File: src/rtl/spi_flash_fetch.sv
// spi_flash_fetch
// Instruction-fetch front end for rv32e_core. Each 32-bit word fetch request
// becomes an SPI mode-0 READ transaction to a serial flash. Chip select stays
// low after a word, so a fetch of the next sequential word only clocks in
// another 32 data bits without re-sending command and address.
//
// Ports:
//   clk, rst       system clock, asynchronous active-high reset
//   req_valid      fetch request, held with stable req_addr until rsp_valid
//   req_addr       byte address, only [23:2] is used
//   rsp_valid      one-cycle strobe, rsp_data valid in the same cycle
//   rsp_data       fetched word, little-endian byte assembly
//   busy           high in every state except IDLE and HOLD
//   spi_sclk       SPI clock, idles low
//   spi_cs_n       SPI chip select, active low
//   spi_mosi       SPI serial out, changes while sclk is low
//   spi_miso       SPI serial in, sampled on the clk edge that raises sclk
module spi_flash_fetch #(
  parameter int unsigned CLK_DIV  = 1,
  parameter int unsigned CS_HIGH  = 2,
  parameter int unsigned MAX_HOLD = 16,
  parameter logic [7:0]  READ_CMD = 8'h03
) (
  input  logic        clk,
  input  logic        rst,
  input  logic        req_valid,
  input  logic [31:0] req_addr,
  output logic        rsp_valid,
  output logic [31:0] rsp_data,
  output logic        busy,
  output logic        spi_sclk,
  output logic        spi_cs_n,
  output logic        spi_mosi,
  input  logic        spi_miso
);

  localparam int DW = (CLK_DIV > 1) ? $clog2(CLK_DIV) : 1;
  localparam int HW = $clog2(MAX_HOLD + 1);
  localparam int GW = $clog2(CS_HIGH + 1);
  localparam logic [DW-1:0] DIV_LAST  = DW'(CLK_DIV - 1);
  localparam logic [HW-1:0] HOLD_LAST = HW'(MAX_HOLD - 1);
  localparam logic [GW-1:0] GAP_LAST  = GW'(CS_HIGH - 1);
  localparam logic [GW-1:0] GAP_SAT   = GW'(CS_HIGH);

  typedef enum logic [2:0] {IDLE, CSGAP, START, CMD, DATA, HOLD} state_e;

  state_e        state_q, state_d;
  logic [DW-1:0] divCnt_q, divCnt_d;
  logic          sclk_q, sclk_d;
  logic [4:0]    bitCnt_q, bitCnt_d;
  logic [31:0]   txShift_q, txShift_d;
  logic [31:0]   rxShift_q, rxShift_d;
  logic          rspValid_q, rspValid_d;
  logic [31:0]   rspData_q, rspData_d;
  logic [HW-1:0] holdCnt_q, holdCnt_d;
  logic [GW-1:0] gapCnt_q, gapCnt_d;
  logic [21:0]   lastAddr_q, lastAddr_d;
  logic          lastValid_q, lastValid_d;

  logic halfEnd;
  logic gapDone;
  logic seqHit;
  logic unusedAddrBits;

  assign halfEnd        = (divCnt_q == DIV_LAST);
  assign gapDone        = (gapCnt_q >= GAP_LAST);
  assign seqHit         = lastValid_q && (req_addr[23:2] == lastAddr_q + 22'd1);
  assign unusedAddrBits = ^{req_addr[31:24], req_addr[1:0]};

  // Chip select, mosi and busy are decoded straight from the registered state,
  // so an asynchronous reset releases the flash in the very same cycle.
  assign spi_cs_n  = !(state_q inside {START, CMD, DATA, HOLD});
  assign spi_mosi  = (state_q == START || state_q == CMD) && txShift_q[31];
  assign busy      = !(state_q == IDLE || state_q == HOLD);
  assign spi_sclk  = sclk_q;
  assign rsp_valid = rspValid_q;
  assign rsp_data  = rspData_q;

  // State register and datapath registers; everything returns to idle
  // immediately on reset, with the CS-high gap counted as already satisfied.
  always_ff @(posedge clk or posedge rst) begin
    if (rst) begin
      state_q     <= IDLE;
      divCnt_q    <= '0;
      sclk_q      <= 1'b0;
      bitCnt_q    <= '0;
      txShift_q   <= '0;
      rxShift_q   <= '0;
      rspValid_q  <= 1'b0;
      rspData_q   <= '0;
      holdCnt_q   <= '0;
      gapCnt_q    <= GAP_SAT;
      lastAddr_q  <= '0;
      lastValid_q <= 1'b0;
    end else begin
      state_q     <= state_d;
      divCnt_q    <= divCnt_d;
      sclk_q      <= sclk_d;
      bitCnt_q    <= bitCnt_d;
      txShift_q   <= txShift_d;
      rxShift_q   <= rxShift_d;
      rspValid_q  <= rspValid_d;
      rspData_q   <= rspData_d;
      holdCnt_q   <= holdCnt_d;
      gapCnt_q    <= gapCnt_d;
      lastAddr_q  <= lastAddr_d;
      lastValid_q <= lastValid_d;
    end
  end

  // Next-state logic. Each SPI bit is a low half then a high half of CLK_DIV
  // cycles; the edge ending a low half raises sclk (and samples miso in DATA),
  // the edge ending a high half drops sclk and moves to the next bit.
  // gapCnt counts cycles with cs_n high so CS_HIGH is honoured before START.
  // Requests in HOLD are ignored while rsp_valid is high, since the requester
  // still holds the completed request during that cycle.
  always_comb begin
    state_d     = state_q;
    divCnt_d    = divCnt_q;
    sclk_d      = sclk_q;
    bitCnt_d    = bitCnt_q;
    txShift_d   = txShift_q;
    rxShift_d   = rxShift_q;
    rspValid_d  = 1'b0;
    rspData_d   = rspData_q;
    holdCnt_d   = holdCnt_q;
    gapCnt_d    = '0;
    lastAddr_d  = lastAddr_q;
    lastValid_d = lastValid_q;

    if (state_q == IDLE || state_q == CSGAP) begin
      gapCnt_d = (gapCnt_q == GAP_SAT) ? gapCnt_q : gapCnt_q + GW'(1);
    end

    case (state_q)
      IDLE: begin
        if (req_valid) begin
          if (gapDone) begin
            state_d   = START;
            txShift_d = {READ_CMD, req_addr[23:2], 2'b00};
          end else begin
            state_d = CSGAP;
          end
        end
      end
      CSGAP: begin
        if (gapDone) begin
          state_d   = START;
          txShift_d = {READ_CMD, req_addr[23:2], 2'b00};
        end
      end
      START: begin
        state_d  = CMD;
        divCnt_d = '0;
        sclk_d   = 1'b0;
        bitCnt_d = '0;
      end
      CMD, DATA: begin
        divCnt_d = halfEnd ? '0 : divCnt_q + DW'(1);
        if (halfEnd) begin
          if (!sclk_q) begin
            sclk_d = 1'b1;
            if (state_q == DATA) begin
              rxShift_d = {rxShift_q[30:0], spi_miso};
            end
          end else begin
            sclk_d    = 1'b0;
            bitCnt_d  = bitCnt_q + 5'd1;
            txShift_d = {txShift_q[30:0], 1'b0};
            if (bitCnt_q == 5'd31) begin
              if (state_q == CMD) begin
                state_d = DATA;
              end else begin
                state_d     = HOLD;
                rspValid_d  = 1'b1;
                rspData_d   = {rxShift_q[7:0], rxShift_q[15:8],
                               rxShift_q[23:16], rxShift_q[31:24]};
                holdCnt_d   = '0;
                lastAddr_d  = req_addr[23:2];
                lastValid_d = 1'b1;
              end
            end
          end
        end
      end
      HOLD: begin
        holdCnt_d = holdCnt_q + HW'(1);
        if (req_valid && !rspValid_q) begin
          if (seqHit) begin
            state_d  = DATA;
            divCnt_d = '0;
            sclk_d   = 1'b0;
            bitCnt_d = '0;
          end else begin
            state_d     = CSGAP;
            lastValid_d = 1'b0;
          end
        end else if (holdCnt_q == HOLD_LAST) begin
          state_d     = IDLE;
          lastValid_d = 1'b0;
        end
      end
      default: state_d = IDLE;
    endcase
  end

endmodule
File: config.mk
export PLATFORM = sky130hd
export DESIGN_NAME = spi_flash_fetch
export DESIGN_NICKNAME = d
export VERILOG_FILES = /design/src/rtl/spi_flash_fetch.sv
export SDC_FILE = /design/constraint.sdc
export NUM_CORES = 1
export LEC_CHECK = 0
export CAP_MARGIN = 20
export CORE_ASPECT_RATIO = 1.25
export CORE_MARGIN = 5
export CORE_UTILIZATION = 30
export CTS_CLUSTER_DIAMETER = 100
export DETAILED_ROUTE_END_ITERATION = 10
export HOLD_SLACK_MARGIN = 0.06
export PLACE_DENSITY_LB_ADDON = 0.15
export SLEW_MARGIN = 20
export SYNTH_ARGS = -nofsm -noshare
export SYNTH_HDL_FRONTEND = slang
export SYNTH_SLANG_ARGS = --single-unit
File: constraint.sdc
create_clock -name clk -period 5.18 [get_ports clk]
set_input_delay 1.036 -clock clk [delete_from_list [all_inputs] [get_ports clk]]
set_output_delay 1.036 -clock clk [all_outputs]
set_load 0.005 [all_outputs]
==> results.md <==
- Status: complete, no violations
- Mapped Cells: 554
- Combinational family with the most area after synthesis: multiplexers
- Initial core utilization: 30.59%
- Sequential power share: 40.0%
- Layout overhead on the synthesized area: 24.32%
- Count of inserted antenna diode cells: 0
- Max Buffers Root-to-Sink: 2
- Number of setup violations in the final report: 0
- Final cell area excluding filler cells: 7944 um^2
- CTS buffer count: 17
- Cell area after placement: 7330 um^2
- # resized after CTS: 0
- Final count of pins violating max slew: 0
- TritonCTS clock tree: built
- Clk pwr share: 35.2%
- Unrepaired setup endpoints after global routing: no
- Sink Count: 134
- Transition time of the tightest slew-check pin: 0.7388 ns
- Part of the power in combinational logic: 24.8%
- Vias in the first global route: 4731
- Switch Pwr: 0.001087 W
- Final routed DRC violation total: 0
- Level count of the clock H-tree: 4
- Worst Path Class, Setup: reg -> out
- Most used flip-flop cell after synthesis: dfrtp_1
- # rows: 59
- Number of I/O port buffers: 62
- Final setup skew: 0.008690 ns
- Number of cell instances on the worst register-to-register path: 7
- Part of the cycle the worst path needs: 68.21%
- Switching Fraction: 32.86%
- Commonest cells post-synth: 133 x dfrtp_1, 89 x mux2_2, 66 x nand2_1
- Number of max-cap violations: 0
- Final-report hold violation count: 0
- Cell with the most instances after synthesis: dfrtp_1
- Number of nets with antenna violations after detailed routing: 0
- Crit Reg-Reg Endpoint: state_q[2]$_DFFE_PP0P_
- Starting DRC count in detailed routing: 191
- Count of placed standard cells including taps: 870
- Share of cell area taken by muxes after synthesis: 16.78%
- Synthesized area divided by synthesized cell count: 11.53 um^2
- Post-detail-place hpwl: 9.416 mm
- Wire length of the first global-routing pass: 24.51 mm
- Warnings, synthesis: 0
- Hold WC Path Type: reg -> reg
- Global route total overflow: 0
- Relative slew margins: 50.37%
- Via count normalized by instance count: 4.843
- Compound-Gate Fraction of Synth Area: 8.949%
- Leakage power total: 3.582 nW
- Reg-to-reg slack, setup: 2.40 ns
- Cell type with the highest aggregate area in the netlist: dfrtp_1
- Number of nets in the final layout: 664
- Highest net fanout along the worst path: 15
- Fraction of post-synthesis cell area in the top cell type by area: 52.09%
- P_int: 0.002222 W
- Fraction of layout instances using a drive strength above 1: 23.65%
- Startpoint Class: register
- Simple-gate share of the synthesized area: 13.32%
- Pwr Density: 416.5 nW/um^2
- Arrival time at the worst endpoint: 2.50 ns
- Worst setup path endpoint: spi_cs_n
- Synthesized area: 6390 um^2
- Final critical path time including I/O delays and setup: 3.533 ns
- Flops & latches, synth: 134
- Launching point of the worst reg2reg path: state_q[2]$_DFFE_PP0P_
- Crit. Startpoint: state_q[2]$_DFFE_PP0P_
- Highest clock frequency the design can meet: 283.0 MHz
- Layout filler cell count: 2041
- Critical path endpoint category: output pin
- Final Routed Wirelength: 14.28 mm
- Clock insertion delay at the later pin of the skew report: 0.41 ns
- X dimension of the die: 140.5 um
- Largest vdd supply drop: 195.4 uV
- Number of nets produced by synthesis: 601
- Final cell count without fillers: 904
- CTS root buf: clkbuf_16
- CTS Hold Bufs: 0
- Aggregate negative setup slack: 0 ns
- Share of flip-flops with an asynchronous set or reset after synthesis: 100.0%
- First-pass iteration count of the detailed router: 7
- Routability-driven placement congestion ratio: 0.7598
- Area of the core: 20890 um^2
- Utilization of the core after routing: 38.02%
- I/O Pins: 73
- Count of distinct cell types in the synthesized netlist: 57
- Largest net degree at the start of global routing: 78
- Sequential element share of the synthesized area: 52.50%
- Chip Height: 173.2 um
- Total track usage: 12.39%
- Adder-cell area share of the yosys netlist: 2.154%
- Clock input transition at the sequential cells of the worst setup and hold paths: 0.06 ns
- Die area: 24340 um^2
- EDFF count, synth: 0
- Endpoint required time on the critical path: 4.14 ns
- Xor/xnor cell area share of the yosys netlist: 4.112%
- Biggest area contributors in the synthesized netlist: dfrtp_1 52%, mux2_2 16%, nand2_1 3.9%
- Vias: 4378
- Post-CTS Setup Repair Bufs: 0
- Antenna violations before repair: 1
- Per-cell routed wire length: 15.79 um
metrics by stage:
| stage | power (W) | hold WS, ns | setup slack [ns] |
|---|---|---|---|
| floorplan | 0.001895 | 0.4485 | 0.5629 |
| global placement | 0.002122 | 0.4676 | 1.745 |
| detailed placement | 0.002150 | 0.4671 | 1.735 |
| CTS | 0.003337 | 0.4821 | 1.628 |
| global route | 0.003528 | 0.5144 | 1.443 |
| finish | 0.003309 | 0.4789 | 1.647 |
final cells by class:
type | count | area (um^2) | area share [%]
Clock buffer | 19 | 442.9 | 5.576
Clock inverter | 13 | 123.9 | 1.559
Inverter | 9 | 38.79 | 0.4883
Multi-Input combinational cell | 384 | 2920 | 36.76
Sequential cell | 134 | 3354 | 42.23
Tap cell | 274 | 342.8 | 4.316
Timing Repair Buffer | 71 | 720.7 | 9.072
registers in the layout, summed over array words and instances (netlist names):
signal / cells
rsp_data: 32
gapCnt_q: 2
txShift_q: 30
holdCnt_q: 5
bitCnt_q: 5
rsp_valid: 1
lastValid_q: 1
spi_sclk: 1
lastAddr_q: 22
rxShift_q: 32
state_q: 3
per-layer routing:
metal / part of all wire, % / vias to the layer above / GRT usage [%]
li1: - / 2105 / -
met1: 44 / 2190 / 14.65
met5: 0.091 / - / 0
met4: 1.0 / 2 / 3.756
met2: 50 / 68 / 20.91
met3: 4.9 / 13 / 4.641
worst max-delay path, stage by stage, from the launching register on:
cell	delay, ns
dfrtp_1	0.67
inv_1	0.22
ha_1	0.44
clkinv_1	0.24
clkdlybuf4s50_1	0.52
placed cells by master (no fill, tap or decap), drive strengths merged, types with 6 or more instances in the layout:
cell,instances
inv,11
clkbuf,19
xor2,11
xnor2,19
mux2,89
buf,9
mux2i,7
nor2,39
a31oi,24
nor3,11
a22o,6
o21ai,14
nand3,9
clkinv,8
nand4,6
nand2,66
o22a,6
a21oi,12
dfrtp,133
ha,11
nor4,6
clkdlybuf4s50,62
power by group through the flow:
stage | Sequential, W | Combinational (W) | Clock (W)
detailed placement | 0.00134 | 0.000809 | 0
floorplan | 0.00128 | 0.000617 | 0
CTS | 0.00132 | 0.000810 | 0.00120
global placement | 0.00133 | 0.000790 | 0
global route | 0.00134 | 0.000929 | 0.00125
finish | 0.00132 | 0.000820 | 0.00116
cell families after synthesis:
logic type | Yosys count
flip-flops | 134
adder cells (fa/ha/maj) | 11
buffers and inverters | 36
multiplexers | 96
AND/OR/NAND/NOR | 164
XOR/XNOR | 30
AO/OA/AOI/OAI | 83
worst min path at each step:
stage / from / endpoint / cells after the start
2_1_floorplan: holdCnt_q[4]$_DFFE_PP0P_ / holdCnt_q[4]$_DFFE_PP0P_ / 2
3_3_place_gp: holdCnt_q[4]$_DFFE_PP0P_ / holdCnt_q[4]$_DFFE_PP0P_ / 2
3_5_place_dp: holdCnt_q[4]$_DFFE_PP0P_ / holdCnt_q[4]$_DFFE_PP0P_ / 2
4_1_cts: holdCnt_q[4]$_DFFE_PP0P_ / holdCnt_q[4]$_DFFE_PP0P_ / 2
5_1_grt: txShift_q[29]$_DFFE_PP0P_ / txShift_q[29]$_DFFE_PP0P_ / 1
6_report: holdCnt_q[4]$_DFFE_PP0P_ / holdCnt_q[4]$_DFFE_PP0P_ / 2
Note: power is estimated with default switching activity, not from simulation.
